File: src/rtl/bin2seg_converter_if.sv
// Request/result bundle between the counter side and the BCD/seven-segment converter.
interface bin2seg_converter_if;
   logic       START;
   logic [7:0] BIN;
   logic       BUSY;
   logic       DONE;
   logic [11:0] BCD;
   logic [6:0] HEX0;
   logic [6:0] HEX1;
   logic [6:0] HEX2;

   modport master (output START, BIN, input BUSY, DONE, BCD, HEX0, HEX1, HEX2);
   modport slave  (input START, BIN, output BUSY, DONE, BCD, HEX0, HEX1, HEX2);
endinterface

File: src/rtl/bin2seg_converter.sv
// 8-bit binary to 3-digit BCD (8-step double-dabble) with registered active-low 7-seg digits.
// Define LEADING_ZERO_BLANK_EN to blank leading-zero hundreds/tens digits.
module bin2seg_converter (
   input  logic               CLK,
   input  logic               RST,
   bin2seg_converter_if.slave bus
);
   typedef enum logic {IDLE, SHIFT} state_t;

   localparam logic [6:0] SEG_ZERO  = 7'h40;
   localparam logic [6:0] SEG_BLANK = 7'h7F;
`ifdef LEADING_ZERO_BLANK_EN
   localparam logic [6:0] HEX_UPPER_RST = SEG_BLANK;
`else
   localparam logic [6:0] HEX_UPPER_RST = SEG_ZERO;
`endif

   state_t      state_q, state_d;
   logic [19:0] scratch_q, scratch_d;
   logic [19:0] adj;
   logic [2:0]  step_q, step_d;
   logic [11:0] bcd_q, bcd_d;
   logic [6:0]  hex0_q, hex0_d;
   logic [6:0]  hex1_q, hex1_d;
   logic [6:0]  hex2_q, hex2_d;
   logic        done_q, done_d;

   function automatic logic [6:0] seg7(input logic [3:0] v);
      case (v)
         4'd0:    seg7 = 7'h40;
         4'd1:    seg7 = 7'h79;
         4'd2:    seg7 = 7'h24;
         4'd3:    seg7 = 7'h30;
         4'd4:    seg7 = 7'h19;
         4'd5:    seg7 = 7'h12;
         4'd6:    seg7 = 7'h02;
         4'd7:    seg7 = 7'h78;
         4'd8:    seg7 = 7'h00;
         4'd9:    seg7 = 7'h10;
         default: seg7 = SEG_BLANK;
      endcase
   endfunction

   function automatic logic [3:0] add3(input logic [3:0] v);
      add3 = (v >= 4'd5) ? v + 4'd3 : v;
   endfunction

   always_comb begin
      adj       = {add3(scratch_q[19:16]), add3(scratch_q[15:12]),
                   add3(scratch_q[11:8]), scratch_q[7:0]};
      state_d   = state_q;
      scratch_d = scratch_q;
      step_d    = step_q;
      bcd_d     = bcd_q;
      hex0_d    = hex0_q;
      hex1_d    = hex1_q;
      hex2_d    = hex2_q;
      done_d    = 1'b0;
      case (state_q)
         IDLE: begin
            if (bus.START) begin
               scratch_d = {12'h000, bus.BIN};
               step_d    = 3'd0;
               state_d   = SHIFT;
            end
         end
         SHIFT: begin
            scratch_d = {adj[18:0], 1'b0};
            step_d    = step_q + 3'd1;
            if (step_q == 3'd7) begin
               bcd_d   = scratch_d[19:8];
               hex0_d  = seg7(scratch_d[11:8]);
               hex1_d  = seg7(scratch_d[15:12]);
               hex2_d  = seg7(scratch_d[19:16]);
`ifdef LEADING_ZERO_BLANK_EN
               // A zero tens digit is only a leading zero when hundreds is also zero.
               if (scratch_d[19:16] == 4'd0) begin
                  hex2_d = SEG_BLANK;
                  if (scratch_d[15:12] == 4'd0)
                     hex1_d = SEG_BLANK;
               end
`endif
               done_d  = 1'b1;
               state_d = IDLE;
            end
         end
         default: state_d = IDLE;
      endcase
   end

   always_ff @(posedge CLK) begin
      if (RST) begin
         state_q   <= IDLE;
         scratch_q <= 20'h00000;
         step_q    <= 3'd0;
         bcd_q     <= 12'h000;
         hex0_q    <= SEG_ZERO;
         hex1_q    <= HEX_UPPER_RST;
         hex2_q    <= HEX_UPPER_RST;
         done_q    <= 1'b0;
      end else begin
         state_q   <= state_d;
         scratch_q <= scratch_d;
         step_q    <= step_d;
         bcd_q     <= bcd_d;
         hex0_q    <= hex0_d;
         hex1_q    <= hex1_d;
         hex2_q    <= hex2_d;
         done_q    <= done_d;
      end
   end

   assign bus.BUSY = (state_q == SHIFT);
   assign bus.DONE = done_q;
   assign bus.BCD  = bcd_q;
   assign bus.HEX0 = hex0_q;
   assign bus.HEX1 = hex1_q;
   assign bus.HEX2 = hex2_q;
endmodule

File: src/flat_wrapper.sv
// flat-port wrapper written by rule: the top's interface ports become plain ports
module bin2seg_converter_flat 
  (CLK, RST, bus_START, bus_BIN, bus_BUSY, bus_DONE, bus_BCD, bus_HEX0, bus_HEX1, bus_HEX2);
  bin2seg_converter_if bus_i ();
  input  logic CLK;
  input  logic RST;
  input wire logic [$bits(bus_i.START)-1:0] bus_START;
  input wire logic [$bits(bus_i.BIN)-1:0] bus_BIN;
  output wire logic [$bits(bus_i.BUSY)-1:0] bus_BUSY;
  output wire logic [$bits(bus_i.DONE)-1:0] bus_DONE;
  output wire logic [$bits(bus_i.BCD)-1:0] bus_BCD;
  output wire logic [$bits(bus_i.HEX0)-1:0] bus_HEX0;
  output wire logic [$bits(bus_i.HEX1)-1:0] bus_HEX1;
  output wire logic [$bits(bus_i.HEX2)-1:0] bus_HEX2;
  assign bus_i.START = bus_START;
  assign bus_i.BIN = bus_BIN;
  assign bus_BUSY = bus_i.BUSY;
  assign bus_DONE = bus_i.DONE;
  assign bus_BCD = bus_i.BCD;
  assign bus_HEX0 = bus_i.HEX0;
  assign bus_HEX1 = bus_i.HEX1;
  assign bus_HEX2 = bus_i.HEX2;
  bin2seg_converter u_core (.CLK(CLK), .RST(RST), .bus(bus_i));
endmodule
File: config.mk
export PLATFORM = sky130hd
export DESIGN_NAME = bin2seg_converter_flat
export DESIGN_NICKNAME = d
export VERILOG_FILES = /design/src/rtl/bin2seg_converter_if.sv /design/src/rtl/bin2seg_converter.sv /design/src/flat_wrapper.sv
export SDC_FILE = /design/constraint.sdc
export NUM_CORES = 1
export LEC_CHECK = 0
export CAP_MARGIN = 10
export CORE_UTILIZATION = 30
export CTS_CLUSTER_DIAMETER = 40
export DETAILED_ROUTE_END_ITERATION = 6
export PLACE_DENSITY_LB_ADDON = 0.3
export SYNTH_ARGS = -nofsm -noshare
export SYNTH_HDL_FRONTEND = slang
export SYNTH_SLANG_ARGS = --single-unit
File: constraint.sdc
create_clock -name CLK -period 2.5 [get_ports CLK]
set_input_delay 0.25 -clock CLK [delete_from_list [all_inputs] [get_ports CLK]]
set_output_delay 0.25 -clock CLK [all_outputs]
set_load 0.01 [all_outputs]
==> flow_summary.toml <==
[sta]
tightest_slew_ns = 0.6017
finalSetupViolCount = 0
hold_viol_final = 0
layout_min_cycle_time_ns = 2.418
slew_viol_final = 0
skew_ns = 0.008800
fmax_ghz = 0.4136
setup_ws_ns = 0.08217
max-slew-margin-rel = 0.5989
fin_crit_sh = 0.9671

[yosys]
yosys.cell_types.count = 63
netlist_top_cells_area = "dfxtp_1 (35%), nor2_1 (7.0%), a21oi_1 (5.9%)"
yosysTopAreaCellShare = 0.3510
syn_area_sq_um = 3308
synth_warnings = 0
synth-async-reset-ratio = 0
yosysMostFrequentCell = "nor2_1"
yosysTopAreaCell = "dfxtp_1"
yosys_register_bits = 58
synth_mux_area_frac = 0.04728
synth_flop_cell = "dfxtp_1"
synth_compound_area_frac = 0.2640
syn-num-nets = 433
synthSimpleGateAreaFrac = 0.2224
synth_edf_count = 0
syn_inst = 409
synth_top_family_by_area = "compound AO/OA/AOI/OAI gates"
synth_fa_ha_area_frac = 0.04917
ys_seq_area_frac = 0.3510
synth_xor_area_frac = 0.01021
synth_commonest_cells = "nor2_1 (62), dfxtp_1 (58), a21oi_1 (39)"
syn_avg_cell_area_sq_um = 8.088

[status]
status = "finished, final reports clean"

[route]
wl_per_cell_um = 14.46
drt_iter0_drc = 211
via_per_inst = 5.202
postRouteAntennaNets = 0
first_pass_iters = 4
vias = 3147
drt_wl_total_mm = 8.751
drc = 0

[critical_path]
crit_path_top_delay_cell = "dfxtp_1"
crit_path_end_kind = "register"
worstReg2RegEnd = "u_core.bus.HEX0[6]"
crit_chain = "inv_1 -> ha_1 -> nand2b_2 -> a21oi_4 -> xnor2_4 -> ha_2 -> nand2b_1 -> nand3b_1 -> a221o_1 -> a41oi_1"
crit_family = "compound AO/OA/AOI/OAI gates"
worstPathMaxFanout = 9
startpoint = "u_core.scratch_q[8]"
crit_type = "reg -> reg"
startpoint_type = "register"
critPathBufInv = 1
reg2reg_slack_ns = 0.08
slowest_delay_ns = 0.49
cp.arrival_ns = 2.68
r2r_start = "u_core.scratch_q[8]"
worstPathRequired_ns = 2.76
rr_worst_depth = 10

[cts]
cts_max_level = 3
cts_buffers = 9
cts_buffer_depth = 2
clock-sinks = 58
cts_root_buf = "clkbuf_8"
cts_tree = "done"
cts.clk_slew.worst_paths_ns = 0.08
clock_latency_ns = 0.35

[global_route]
grt_pass1_vias = 2927
antenna_found_initial = 0
grt_pass1_wl_mm = 14.61
grt_start_max_net_pins = 32
grtUsageTotal = 0.1639
gr-total-overflow = 0

[hold_path]
min_path_type = "in -> reg"
min_path_cells = 2
hold_end = "u_core.scratch_q[13]"
worstHoldStart = "RST"

[cells_and_area]
diodes = 0
post-route-util = 0.4024
layout-drive-gt1-share = 0.1450
nFillCells = 1087
regArea_sq_um = 1162
nets = 488
area_growth_pct = 27.84
multi_input_area_sq_um = 1984

[die]
ios = 46
rows = 37
core_sq_um = 10510
start_util = 0.3148
dieArea_sq_um = 11450
chipWidth_um = 107.0
dieHeight_um = 107.0

[placement]
routabilityCongestion = 0.8990
dp_slack_ns = 0.09514
port_buffers = 45
dp.final_hpwl_mm = 6.317

[pwr]
power_per_cell_area_nw_per_um2 = 460.5
peakVddDrop_mv = 0.2631
p_leak_nw = 1.517

[run]
cap_violations = 0
-- layout make-up --
cell class | instances | share of cell area
Multi-Input combinational cell | 308 | 0.4692
Sequential cell | 58 | 0.2749
Timing Repair Buffer | 73 | 0.1550
Tap cell | 136 | 0.04024
Clock buffer | 10 | 0.03254
Clock inverter | 6 | 0.01568
Inverter | 14 | 0.01243
-- power by group --
part / leakage (nW) / internal [mW] / switching [mW] / total (mW)
Sequential: 0.469 / 0.935 / 0.00829 / 0.943
Combinational: 0.953 / 0.0457 / 0.0655 / 0.111
Clock: 0.0945 / 0.486 / 0.407 / 0.893
-- what timing repair did --
action                     CTS  global route
hold buffers                 0             0
setup endpoints to repair    0             4
hold endpoints to repair     0             0
setup buffers                0             1
resized for setup            0             5
-- stage by stage --
step	setup TNS [ns]	area (sq um)	hold slack, ns	total power [mW]	instances
after CTS	0	4198	0.2867	1.979	604
final	0	4229	0.3018	1.947	605
after floorplan	0	3308	0.4453	1.034	409
after detailed placement	0	3994	0.4535	1.075	588
after global placement	0	3994	0.4434	1.073	588
after global routing	-0.05317	4229	0.3027	2.038	605
-- worst max path at each step --
| stage | slack [ns] | to | depth (start not counted) |
|---|---|---|---|
| CTS | 0.06 | u_core.bus.HEX0[6] | 10 |
| floorplan | 0.08 | u_core.bus.HEX2[3] | 9 |
| global placement | 0.22 | u_core.bus.HEX0[6] | 10 |
| finish | 0.08 | u_core.bus.HEX0[6] | 10 |
| global route | -0.05 | u_core.bus.HEX0[6] | 10 |
| detailed placement | 0.1 | u_core.bus.HEX0[6] | 10 |
-- flip-flops by register name (all words and copies together), names as in the netlist --
register          cells
u_core.step_q         3
u_core.bus.HEX2       7
u_core.scratch_q     20
u_core.bus.BCD       12
u_core.bus.HEX0       7
u_core.bus.HEX1       7
u_core.bus.BUSY       1
u_core.bus.DONE       1
-- placed cells by master (no fill, tap or decap), types with 6 or more instances in the layout --
master,instances
nor3_1,16
dfxtp_1,57
o22ai_1,6
a211oi_1,8
nor3b_1,10
mux2i_1,12
nand3_1,6
clkdlybuf4s50_1,44
nor2_1,62
nand2b_1,6
a21oi_1,39
inv_1,14
nand2_1,35
clkbuf_8,10
ha_1,12
o21ai_0,17
buf_4,28
-- metal layers --
metal  GRT usage  vias up  part of all wire
li1            -     1578                 -
met1      0.2216     1480              0.48
met2      0.2433       77              0.45
met3     0.04316       12             0.049
met4     0.07241        0             0.020
met5           0        -                 0
-- cell families after synthesis --
kind of cell / after synthesis
simple gates: 154
flops: 58
fa+ha+maj: 13
xor+xnor: 3
mux: 14
compound gates: 124
buf+inv: 43
Note: power is estimated with default switching activity, not from simulation.
